### src/rtl/uart_tx_arbiter_if.sv
// uart_tx_arbiter_if: requester-side and transmitter-side signals of the UART arbiter
interface uart_tx_arbiter_if #(
  parameter int NUM_REQ = 4,
  parameter int ID_W = 2
);
  logic [NUM_REQ-1:0] req_valid;
  logic [8*NUM_REQ-1:0] req_data;
  logic [NUM_REQ-1:0] req_last;
  logic [NUM_REQ-1:0] req_ready;
  logic tx_start;
  logic [7:0] tx_data;
  logic tx_busy;
  logic grant_valid;
  logic [ID_W-1:0] grant_id;
  logic timeout_flag;
  modport master (
    input req_valid, req_data, req_last, tx_busy,
    output req_ready, tx_start, tx_data, grant_valid, grant_id, timeout_flag
  );
  modport slave (
    output req_valid, req_data, req_last, tx_busy,
    input req_ready, tx_start, tx_data, grant_valid, grant_id, timeout_flag
  );
endinterface

### src/rtl/uart_tx_arbiter.sv
// uart_tx_arbiter: round-robin packet-locked sharing of one UART transmitter; UART_ARB_TIMEOUT_EN adds forced release of stalled owners
module uart_tx_arbiter #(
  parameter int NUM_REQ = 4,
  parameter int ID_W = 2,
  parameter int TIMEOUT_CYCLES = 5208
) (
  input logic clk,
  input logic reset,
  uart_tx_arbiter_if.master bus
);
  typedef enum logic [1:0] {IDLE, SEND, WAIT_ACK, WAIT_DONE} state_t;
  state_t state, state_n;
  logic [ID_W-1:0] last_grant, last_grant_n, gid, gid_n, winner;
  logic [NUM_REQ-1:0] ready, ready_n;
  logic [7:0] data, data_n, sel_data;
  logic start, start_n, gv, gv_n, last_q, last_q_n, tflag, tflag_n;
  logic found, sel_valid, sel_last, accept, done, fire;
  assign accept = state == SEND && sel_valid && !bus.tx_busy;
  assign done = state == WAIT_DONE && !bus.tx_busy && last_q;
`ifdef UART_ARB_TIMEOUT_EN
  logic [31:0] stall_cnt;
  logic stall;
  assign stall = state == SEND && !sel_valid;
  assign fire = stall && stall_cnt == 32'(TIMEOUT_CYCLES - 1);
  // stall counter restarts on every entry to SEND and on every accepted byte
  always_ff @(posedge clk) begin
    if (reset) stall_cnt <= '0;
    else stall_cnt <= (state != SEND || accept || fire) ? '0 : stall ? stall_cnt + 32'd1 : stall_cnt;
  end
`else
  logic unused_timeout;
  assign fire = 1'b0;
  assign unused_timeout = ^32'(TIMEOUT_CYCLES);
`endif
  // owner's byte mux and circular winner search starting after last_grant
  always_comb begin
    sel_valid = 1'b0;
    sel_last = 1'b0;
    sel_data = '0;
    winner = '0;
    found = 1'b0;
    for (int j = 0; j < NUM_REQ; j++) begin
      if (ID_W'(j) == gid) begin
        sel_valid = bus.req_valid[j];
        sel_last = bus.req_last[j];
        sel_data = bus.req_data[8*j +: 8];
      end
    end
    for (int i = NUM_REQ; i >= 1; i--) begin
      for (int j = 0; j < NUM_REQ; j++) begin
        if (bus.req_valid[j] && (int'(last_grant) + i) % NUM_REQ == j) begin
          winner = ID_W'(j);
          found = 1'b1;
        end
      end
    end
  end
  // next-state logic; the owner is never re-arbitrated while a packet is open
  always_comb begin
    state_n = state;
    case (state)
      IDLE: state_n = found ? SEND : IDLE;
      SEND: state_n = fire ? IDLE : accept ? WAIT_ACK : SEND;
      WAIT_ACK: state_n = bus.tx_busy ? WAIT_DONE : WAIT_ACK;
      default: state_n = bus.tx_busy ? WAIT_DONE : last_q ? IDLE : SEND;
    endcase
  end
  // next values of the registered outputs
  always_comb begin
    start_n = accept;
    ready_n = accept ? NUM_REQ'(1) << gid : '0;
    data_n = accept ? sel_data : data;
    last_q_n = accept ? sel_last : last_q;
    gid_n = (state == IDLE && found) ? winner : gid;
    gv_n = (state == IDLE) ? found : !(done || fire);
    last_grant_n = (done || fire) ? gid : last_grant;
    tflag_n = fire;
  end
  // state and output registers; reset points last_grant so requester 0 wins first
  always_ff @(posedge clk) begin
    if (reset) begin
      state <= IDLE;
      last_grant <= ID_W'(NUM_REQ - 1);
      gid <= '0;
      ready <= '0;
      data <= '0;
      start <= 1'b0;
      gv <= 1'b0;
      last_q <= 1'b0;
      tflag <= 1'b0;
    end else begin
      state <= state_n;
      last_grant <= last_grant_n;
      gid <= gid_n;
      ready <= ready_n;
      data <= data_n;
      start <= start_n;
      gv <= gv_n;
      last_q <= last_q_n;
      tflag <= tflag_n;
    end
  end
  assign bus.req_ready = ready;
  assign bus.tx_start = start;
  assign bus.tx_data = data;
  assign bus.grant_valid = gv;
  assign bus.grant_id = gid;
  assign bus.timeout_flag = tflag;
endmodule

### src/flat_wrapper.sv
// flat-port wrapper written by rule: the top's interface ports become plain ports
module uart_tx_arbiter_flat 
#(
  parameter int NUM_REQ = 4,
  parameter int ID_W = 2,
  parameter int TIMEOUT_CYCLES = 5208
)
  (clk, reset, bus_req_valid, bus_req_data, bus_req_last, bus_tx_busy, bus_req_ready, bus_tx_start, bus_tx_data, bus_grant_valid, bus_grant_id, bus_timeout_flag);
  uart_tx_arbiter_if #(.NUM_REQ(NUM_REQ), .ID_W(ID_W)) bus_i ();
  input logic clk;
  input logic reset;
  input wire logic [$bits(bus_i.req_valid)-1:0] bus_req_valid;
  input wire logic [$bits(bus_i.req_data)-1:0] bus_req_data;
  input wire logic [$bits(bus_i.req_last)-1:0] bus_req_last;
  input wire logic [$bits(bus_i.tx_busy)-1:0] bus_tx_busy;
  output wire logic [$bits(bus_i.req_ready)-1:0] bus_req_ready;
  output wire logic [$bits(bus_i.tx_start)-1:0] bus_tx_start;
  output wire logic [$bits(bus_i.tx_data)-1:0] bus_tx_data;
  output wire logic [$bits(bus_i.grant_valid)-1:0] bus_grant_valid;
  output wire logic [$bits(bus_i.grant_id)-1:0] bus_grant_id;
  output wire logic [$bits(bus_i.timeout_flag)-1:0] bus_timeout_flag;
  assign bus_i.req_valid = bus_req_valid;
  assign bus_i.req_data = bus_req_data;
  assign bus_i.req_last = bus_req_last;
  assign bus_i.tx_busy = bus_tx_busy;
  assign bus_req_ready = bus_i.req_ready;
  assign bus_tx_start = bus_i.tx_start;
  assign bus_tx_data = bus_i.tx_data;
  assign bus_grant_valid = bus_i.grant_valid;
  assign bus_grant_id = bus_i.grant_id;
  assign bus_timeout_flag = bus_i.timeout_flag;
  uart_tx_arbiter #(.NUM_REQ(NUM_REQ), .ID_W(ID_W), .TIMEOUT_CYCLES(TIMEOUT_CYCLES)) u_core (.clk(clk), .reset(reset), .bus(bus_i));
endmodule
### config.mk
export PLATFORM = sky130hd
export DESIGN_NAME = uart_tx_arbiter_flat
export DESIGN_NICKNAME = d
export VERILOG_FILES = /design/src/rtl/uart_tx_arbiter_if.sv /design/src/rtl/uart_tx_arbiter.sv /design/src/flat_wrapper.sv
export SDC_FILE = /design/constraint.sdc
export NUM_CORES = 1
export LEC_CHECK = 0
export ABC_AREA = 0
export BUFFER_PORTS_ARGS = -buffer_cell sky130_fd_sc_hd__buf_2
export CORE_MARGIN = 2
export CORE_UTILIZATION = 47
export DETAILED_ROUTE_END_ITERATION = 8
export PLACE_DENSITY = 0.88
export RECOVER_POWER = 25
export SLEW_MARGIN = 20
export SYNTH_ARGS = -nofsm -noshare
export SYNTH_HDL_FRONTEND = slang
export SYNTH_SLANG_ARGS = --single-unit
export TNS_END_PERCENT = 20
### constraint.sdc
create_clock -name clk -period 4.2 [get_ports clk]
set_input_delay 0.63 -clock clk [delete_from_list [all_inputs] [get_ports clk]]
set_output_delay 0.63 -clock clk [all_outputs]
set_load 0.01 [all_outputs]
==> results.py, run 1 <==
metrics = {
    "outcome": {
        "outcome": "completed",
    },
    "place": {
        "gp_congestion": 0.820,
        "placed_area_um2": 1380,
        "portBuffers": 58,
        "dpl.hpwl_um": 1790,
    },
    "synthesis": {
        "ys_seq_area_share_pct": 38.5,
        "synth_warnings": 0,
        "syn_area_per_cell_um2": 11.0,
        "synth_fp_nets": 142,
        "yosysUniqueCellTypes": 33,
        "synth_seq_cells": 21,
        "yosysTopAreaCellShare_pct": 38.5,
        "syn_inst": 99,
        "synth_area_leaders": "dfxtp_1 (39%), mux4_2 (17%), mux2i_1 (9.2%)",
        "syn_area_um2": 1090,
        "yosysTopAreaCell": "dfxtp_1",
    },
    "clocking": {
        "clk_path_buf_depth": 2,
        "cts.sinks": 21,
        "cts_setup_buffers": 0,
        "cts-root-buf": "clkbuf_4",
        "cts_resized": 0,
        "cts_made_buffers": 3,
        "h-tree-depth": 1,
        "worstSkewPairLatency_ns": 0.30,
        "cts_tree": "done",
        "ctsHoldBuffers": 0,
        "path_clk_slew_ns": 0.11,
    },
    "critical_path": {
        "critPathLaunch": "u_core.bus.grant_id[0]",
        "path_buf_inv": 0,
        "crit_type": "flop to flop",
        "r2r-start": "u_core.bus.grant_id[0]",
        "endpoint_kind": "flop",
        "cp-start-kind": "flop",
        "critical-path-top-delay-family": "flip-flops",
        "critPathRequiredTime_ns": 4.37,
        "slowest_delay_ns": 0.85,
        "worstPathArrival_ns": 2.35,
        "worstPathCellList": "mux4_2 > nand3_2 > or2_4 > nor3_2",
        "critPathSlowestCell": "dfxtp_1",
        "crit_fanout": 14,
    },
    "floorplan": {
        "core_area_um2": 2210,
        "num_io_pins": 60,
        "fp-row-count": 17,
        "die_h_um": 52.2,
        "dieArea_um2": 2720,
        "die_w_um": 52.2,
        "start_util_pct": 49.3,
    },
    "min_path": {
        "hp-start": "u_core.bus.tx_data[6]",
        "hold_class": "flop to flop",
    },
    "power_and_ir_drop": {
        "power_density_nw_per_um2": 286,
        "power_mw": 0.400,
        "switching_share_pct": 26.6,
        "combPwrFrac_pct": 21.1,
        "clock_power_share_pct": 23.4,
        "p_sw_mw": 0.107,
        "vdd_drop_max_mv": 0.155,
        "internal-power_mw": 0.293,
        "seq_power_share_pct": 55.5,
        "p_leak_nw": 0.681,
    },
    "global_routing": {
        "grt_first_pass_wirelength_um": 3480,
        "grt_pass1_vias": 785,
        "track_usage_pct": 17.4,
        "grt_max_degree": 18,
        "grt-ovfl-total": 0,
        "antenna_found_initial": 0,
    },
    "drt": {
        "dr.pass1.iters": 4,
        "num_vias": 979,
        "drc": 0,
        "drtIter0Drc": 21,
        "wirelength_um": 2420,
        "routedWlPerCell_um": 13.2,
        "via_per_inst": 5.35,
        "ant_nets": 0,
    },
    "sta": {
        "tightestPinTransition_ns": 0.787,
        "hold_viol": 0,
        "period_share_pct": 51.8,
        "finalMaxSlewViolations": 0,
        "clock.fmax_mhz": 459,
        "setup_violations": 0,
        "maxSlewHeadroom_pct": 47.5,
        "holdWs_ns": 0.500,
        "min_period_ns": 2.18,
        "fin_skew_ns": 0.00908,
        "grt_setup_unrepaired": "false",
        "fin_setup_tns_ns": 0,
    },
    "final_layout": {
        "syn_to_final_growth_pct": 28.2,
        "drive_gt1_share_pct": 44.5,
        "final_area_um2": 1400,
        "n_antenna_cell": 0,
        "fill_cells": 187,
        "multi_input_area_um2": 617,
        "fin_nets": 199,
        "regArea_um2": 420,
    },
    "job": {
        "cap_violations": 0,
    },
}
==> per-stage QoR <==
| step | instances | setup slack (ns) | util [%] |
|---|---|---|---|
| 2_1_floorplan | 99 | 2.50 | - |
| 3_3_place_gp | 179 | 2.07 | 62.4 |
| 5_1_grt | 183 | 1.83 | 63.2 |
| 4_1_cts | 183 | 1.97 | 63.7 |
| 6_report | 183 | 2.02 | 63.2 |
| 3_5_place_dp | 179 | 2.01 | 62.4 |
==> Yosys cell counts, drive strengths merged <==
master / number
dfxtp: 21
nor2: 15
mux2i: 10
mux4: 10
inv: 5
nor3: 5
buf: 4
nand2: 4
a21oi: 3
a211o: 2
a2bb2oi: 2
clkbuf: 2
o21ai: 2
a211oi: 1
and2b: 1
and4b: 1
conb: 1
nand2b: 1
nand3: 1
nand3b: 1
nand4: 1
nor4: 1
o2111ai: 1
o211a: 1
o211ai: 1
o21a: 1
or2: 1
==> state kept, by name, summed over array words and instances, names as in the netlist <==
| name | flops |
|---|---|
| u_core.bus.tx_start | 1 |
| u_core.state | 2 |
| u_core.last_q | 1 |
| u_core.bus.tx_data | 8 |
| u_core.bus.grant_valid | 1 |
| u_core.bus.grant_id | 2 |
| u_core.last_grant | 2 |
| u_core.bus.req_ready | 4 |
==> worst paths after layout <==
kind | slack (ns) | cells past startpoint | to
hold / removal | 0.50 | 2 | u_core.bus.tx_data[6]
hold reg to reg | 0.50 | 2 | u_core.bus.tx_data[6]
setup reg to reg | 2.02 | 4 | u_core.bus.req_ready[2]
setup / recovery | 2.02 | 4 | u_core.bus.req_ready[2]
==> power by group through the flow <==
stage	clock network, mW	registers, mW	logic, mW
floorplan	0	0.222	0.0565
global placement	0	0.226	0.0825
detailed placement	0	0.227	0.0844
CTS	0.0965	0.222	0.0856
global route	0.111	0.224	0.0919
finish	0.0935	0.222	0.0845
==> cell families (layout without fill, tap and decap cells) <==
logic type	Yosys count	after routing	share of synthesized area, %
AO/OA/AOI/OAI	14	14	9.29
buffers and inverters	11	67	4.93
flip-flops	21	21	38.5
multiplexers	20	20	30.5
other	1	1	0.344
AND/OR/NAND/NOR	32	32	16.4
==> routing by layer <==
metal / track usage [%] / share of wire (%)
met1: 22.3 / 39
met3: 4.00 / 11
met2: 29.3 / 49
met4: 5.13 / 0.87
met5: 0 / 0
==> cell usage in the layout, fill, tap and decap left out, drive strengths merged, types with 2 or more instances in the layout <==
master | netlist | layout
a21oi | 3 | 3
a211o | 2 | 2
inv | 5 | 5
clkbuf | 2 | 11
a2bb2oi | 2 | 2
buf | 4 | 50
mux4 | 10 | 10
nor2 | 15 | 15
o21ai | 2 | 2
mux2i | 10 | 10
dfxtp | 21 | 21
nor3 | 5 | 5
nand2 | 4 | 4
==> tightest hold or removal path, delay by kind of cell, from the launching register on <==
family / cells / cell delay, ns
flip-flops: 1 / 0.34
AND/OR/NAND/NOR: 1 / 0.07
multiplexers: 1 / 0.06
==> layout make-up <==
type | instances | share of cell area (%)
Clock buffer | 3 | 1.61
Clock inverter | 1 | 0.358
Inverter | 5 | 1.34
Multi-Input combinational cell | 67 | 44.1
Sequential cell | 21 | 30.1
Tap cell | 28 | 2.50
Timing Repair Buffer | 58 | 20.0
Note: power is estimated with default switching activity, not from simulation.
==> run 2: changes to the inputs <==
--- a/config.mk
+++ b/config.mk
@@ -8,9 +8,9 @@
 export ABC_AREA = 0
 export BUFFER_PORTS_ARGS = -buffer_cell sky130_fd_sc_hd__buf_2
 export CORE_MARGIN = 2
-export CORE_UTILIZATION = 47
+export CORE_UTILIZATION = 39
 export DETAILED_ROUTE_END_ITERATION = 8
-export PLACE_DENSITY = 0.88
+export PLACE_DENSITY = 0.78
 export RECOVER_POWER = 25
 export SLEW_MARGIN = 20
 export SYNTH_ARGS = -nofsm -noshare
==> constraint.sdc (replaced) <==
create_clock -name clk -period 1.9 [get_ports clk]
set_input_delay 0.285 -clock clk [delete_from_list [all_inputs] [get_ports clk]]
set_output_delay 0.285 -clock clk [all_outputs]
set_load 0.01 [all_outputs]
==> results.py, run 2 (synthesized netlist as in run 1, its figures left out) <==
metrics = {
    "sta": {
        "min_period_ns": 1.63,
        "fin_skew_ns": 0.00352,
        "fin_setup_tns_ns": 0,
        "setup_violations": 0,
        "finalMaxSlewViolations": 0,
        "period_share_pct": 85.7,
        "grt_setup_unrepaired": "false",
        "holdWs_ns": 0.336,
        "hold_viol": 0,
        "clock.fmax_mhz": 614,
        "setup_ws_ns": 0.272,
    },
    "critical_path": {
        "crit_fanout": 12,
        "cp-start-kind": "flop",
        "crit_type": "flop to flop",
        "critPathRequiredTime_ns": 2.09,
        "endpoint_kind": "flop",
        "worstPathArrival_ns": 1.82,
    },
    "place": {
        "gp_congestion": 0.748,
        "portBuffers": 58,
        "place_ws_ns": 0.238,
        "dpl.hpwl_um": 1920,
        "placed_cells": 185,
    },
    "global_routing": {
        "grt_max_degree": 18,
        "grt-ovfl-total": 0,
        "antenna_found_initial": 0,
        "grt_first_pass_wirelength_um": 3880,
        "track_usage_pct": 15.2,
        "grt_pass1_vias": 925,
    },
    "clocking": {
        "cts_resized": 0,
        "worstSkewPairLatency_ns": 0.30,
        "cts.sinks": 21,
        "cts-root-buf": "clkbuf_4",
        "clk_path_buf_depth": 2,
        "cts_made_buffers": 3,
        "path_clk_slew_ns": 0.11,
        "cts_setup_buffers": 0,
        "ctsHoldBuffers": 0,
        "h-tree-depth": 1,
        "cts_tree": "done",
    },
    "final_layout": {
        "final_cell_mix": "buf_2 (49), dfxtp_1 (21), nor2_1 (15)",
        "largest_reg_flops": 8,
        "syn_to_final_growth_pct": 30.4,
        "n_antenna_cell": 0,
        "final_common_cell": "buf_2",
        "drive_gt1_share_pct": 44.3,
        "fin_nets": 202,
        "final_cells": 189,
    },
    "drt": {
        "num_vias": 984,
        "ant_nets": 0,
        "dr.pass1.iters": 4,
        "via_per_inst": 5.21,
        "wirelength_um": 2440,
        "routedWlPerCell_um": 12.9,
        "drc": 0,
        "drtIter0Drc": 22,
    },
    "power_and_ir_drop": {
        "power_density_nw_per_um2": 630,
        "p_leak_nw": 0.690,
        "vdd_drop_max_mv": 0.367,
        "power_mw": 0.896,
    },
    "outcome": {
        "outcome": "completed",
    },
    "floorplan": {
        "num_io_pins": 60,
        "start_util_pct": 40.3,
        "die_w_um": 56.9,
        "fp-row-count": 19,
        "die_h_um": 56.9,
        "core_area_um2": 2710,
        "dieArea_um2": 3240,
    },
    "min_path": {
        "hold_class": "primary input to flop",
    },
    "job": {
        "cap_violations": 0,
    },
}
==> run 2: path summary, 6_finish.rpt <==
| check | start | end | slack (ns) | depth (start not counted) |
|---|---|---|---|---|
| worst max-delay path | u_core.bus.grant_id[0] | u_core.bus.tx_data[0] | 0.27 | 4 |
| worst max register to register | u_core.bus.grant_id[0] | u_core.bus.tx_data[0] | 0.27 | 4 |
| worst min-delay path | reset | u_core.bus.tx_data[3] | 0.34 | 2 |
| worst min register to register | u_core.bus.tx_data[7] | u_core.bus.tx_data[7] | 0.51 | 2 |
==> run 2: per-layer routing <==
layer / track usage (%) / wire length (µm) / part of all wire [%]
met1: 19.8 / 1050 / 43
met2: 24.6 / 1140 / 47
met3: 3.92 / 219 / 9.0
met4: 4.98 / 28 / 1.1
met5: 0 / 0 / 0
==> run 2: layout make-up <==
type                            instances  area, µm²
Timing Repair Buffer                   61        302
Inverter                                5       18.8
Clock buffer                            4       26.3
Sequential cell                        21        420
Fill cell                             266       1290
Multi-Input combinational cell         67        617
Tap cell                               31       38.8
==> run 2: through the flow <==
stage	cell area [µm²]	utilization (%)
after floorplan	1090	-
after global placement	1410	51.9
after detailed placement	1410	51.9
after CTS	1430	52.9
after global routing	1420	52.5
final	1420	52.5
==> run 2: where the power goes <==
group	total [mW]	internal, mW	leakage [nW]	switching (mW)
logic	0.211	0.117	0.504	0.0942
registers	0.473	0.460	0.171	0.0134
clock network	0.211	0.0819	0.0150	0.129
==> run 2: critical path: stages, from the launching register on <==
cell	delay [ns]
dfxtp_1	0.39
mux4_2	0.52
nand3_2	0.30
mux2i_1	0.24
nor2_1	0.06
==> run 3: changes to the inputs <==
--- a/config.mk
+++ b/config.mk
@@ -10,7 +10,7 @@
 export CORE_MARGIN = 2
 export CORE_UTILIZATION = 39
 export DETAILED_ROUTE_END_ITERATION = 8
-export PLACE_DENSITY = 0.78
+export PLACE_DENSITY_LB_ADDON = 0.1
 export RECOVER_POWER = 25
 export SLEW_MARGIN = 20
 export SYNTH_ARGS = -nofsm -noshare
==> results.py, run 3 (synthesized netlist as in run 1, its figures left out) <==
metrics = {
    "outcome": {
        "outcome": "completed",
    },
    "final_layout": {
        "syn_to_final_growth_pct": 29.8,
        "final_cell_mix": "buf_2 (50), dfxtp_1 (21), nor2_1 (15)",
        "fill_cells": 275,
        "fin_util_pct": 52.3,
        "fin_nets": 201,
        "drive_gt1_share_pct": 44.6,
        "n_antenna_cell": 0,
        "final_common_cell": "buf_2",
        "largest_reg_flops": 8,
    },
    "place": {
        "gp_congestion": 0.761,
        "portBuffers": 58,
        "dpl.hpwl_um": 1890,
    },
    "global_routing": {
        "grt_pass1_vias": 937,
        "grt-ovfl-total": 0,
        "antenna_found_initial": 0,
        "track_usage_pct": 16.2,
        "grt_first_pass_wirelength_um": 4040,
        "grt_max_degree": 18,
    },
    "sta": {
        "hold_viol": 0,
        "grt_setup_unrepaired": "false",
        "min_period_ns": 1.61,
        "setup_violations": 0,
        "period_share_pct": 84.5,
        "fin_setup_tns_ns": 0,
        "tightestPinTransition_ns": 0.501,
        "clock.fmax_mhz": 623,
        "finalMaxSlewViolations": 0,
        "maxSlewHeadroom_pct": 66.3,
        "fin_skew_ns": 0.00160,
    },
    "drt": {
        "drtIter0Drc": 16,
        "drc": 0,
        "wirelength_um": 2480,
        "via_per_inst": 5.19,
        "routedWlPerCell_um": 13.2,
        "num_vias": 976,
        "ant_nets": 0,
        "dr.pass1.iters": 3,
    },
    "critical_path": {
        "worstPathCellList": "mux4_2 > nand3_2 > mux2i_1 > nor2_1",
        "cp-start-kind": "flop",
        "slowest_delay_ns": 0.51,
        "critPathRequiredTime_ns": 2.09,
        "endpoint_kind": "flop",
        "worstPathArrival_ns": 1.79,
        "crit_fanout": 12,
        "critPathSlowestCell": "mux4_2",
        "crit_type": "flop to flop",
    },
    "power_and_ir_drop": {
        "power_density_nw_per_um2": 627,
        "vdd_drop_max_mv": 0.341,
        "p_leak_nw": 0.687,
    },
    "clocking": {
        "path_clk_slew_ns": 0.11,
        "cts-root-buf": "clkbuf_4",
        "cts_resized": 0,
        "h-tree-depth": 1,
        "clk_path_buf_depth": 2,
        "cts.sinks": 21,
        "ctsHoldBuffers": 0,
        "cts_setup_buffers": 0,
        "cts_tree": "done",
        "cts_made_buffers": 3,
        "worstSkewPairLatency_ns": 0.29,
    },
    "min_path": {
        "hold_class": "primary input to flop",
    },
    "floorplan": {
        "fp-row-count": 19,
        "die_w_um": 56.9,
        "die_h_um": 56.9,
        "start_util_pct": 40.3,
        "num_io_pins": 60,
        "core_area_um2": 2710,
        "dieArea_um2": 3240,
    },
    "job": {
        "cap_violations": 0,
    },
}
[run 3: metrics by stage]
stage	area, µm²	hold slack [ns]	worst slack, ns	std cells	power, mW
5_1_grt	1420	0.346	0.203	188	0.942
2_1_floorplan	1090	0.486	0.313	99	0.616
3_3_place_gp	1400	0.473	0.294	184	0.691
6_report	1420	0.340	0.295	188	0.888
3_5_place_dp	1400	0.482	0.250	184	0.695
4_1_cts	1430	0.316	0.288	188	0.908
[run 3: power by group]
group / internal [mW] / switching, mW
Clock: 0.0817 / 0.125
Combinational: 0.114 / 0.0941
Sequential: 0.460 / 0.0128
Total: 0.656 / 0.232
[run 3: cell type report]
class                           count  area [µm²]  share of cell area (%)
Timing Repair Buffer               60         295                    20.8
Tap cell                           31        38.8                    2.74
Inverter                            5        18.8                    1.33
Multi-Input combinational cell     67         617                    43.6
Sequential cell                    21         420                    29.7
Clock buffer                        4        26.3                    1.86
[run 3: path summary, 6_finish.rpt]
| check | from | to | slack, ns | cells past startpoint |
|---|---|---|---|---|
| worst min-delay path | bus_tx_busy | u_core.state[1] | 0.34 | 3 |
| worst min register to register | u_core.bus.tx_data[7] | u_core.bus.tx_data[7] | 0.50 | 2 |
| worst max-delay path | u_core.bus.grant_id[0] | u_core.bus.tx_data[0] | 0.29 | 4 |
| worst max register to register | u_core.bus.grant_id[0] | u_core.bus.tx_data[0] | 0.29 | 4 |
[run 3: critical path, delay by kind of cell, from the launching register on]
kind          cells  cell delay [ns]
simple gates      2             0.36
flops             1             0.37
mux               2             0.76
[run 3: layer usage]
layer | global-route usage [%] | wire length, µm | vias up
li1 | - | - | 488
met1 | 19.9 | 1050 | 456
met2 | 26.6 | 1220 | 30
met3 | 3.69 | 186 | 2
met4 | 7.97 | 23 | 0
met5 | 0 | 0 | -
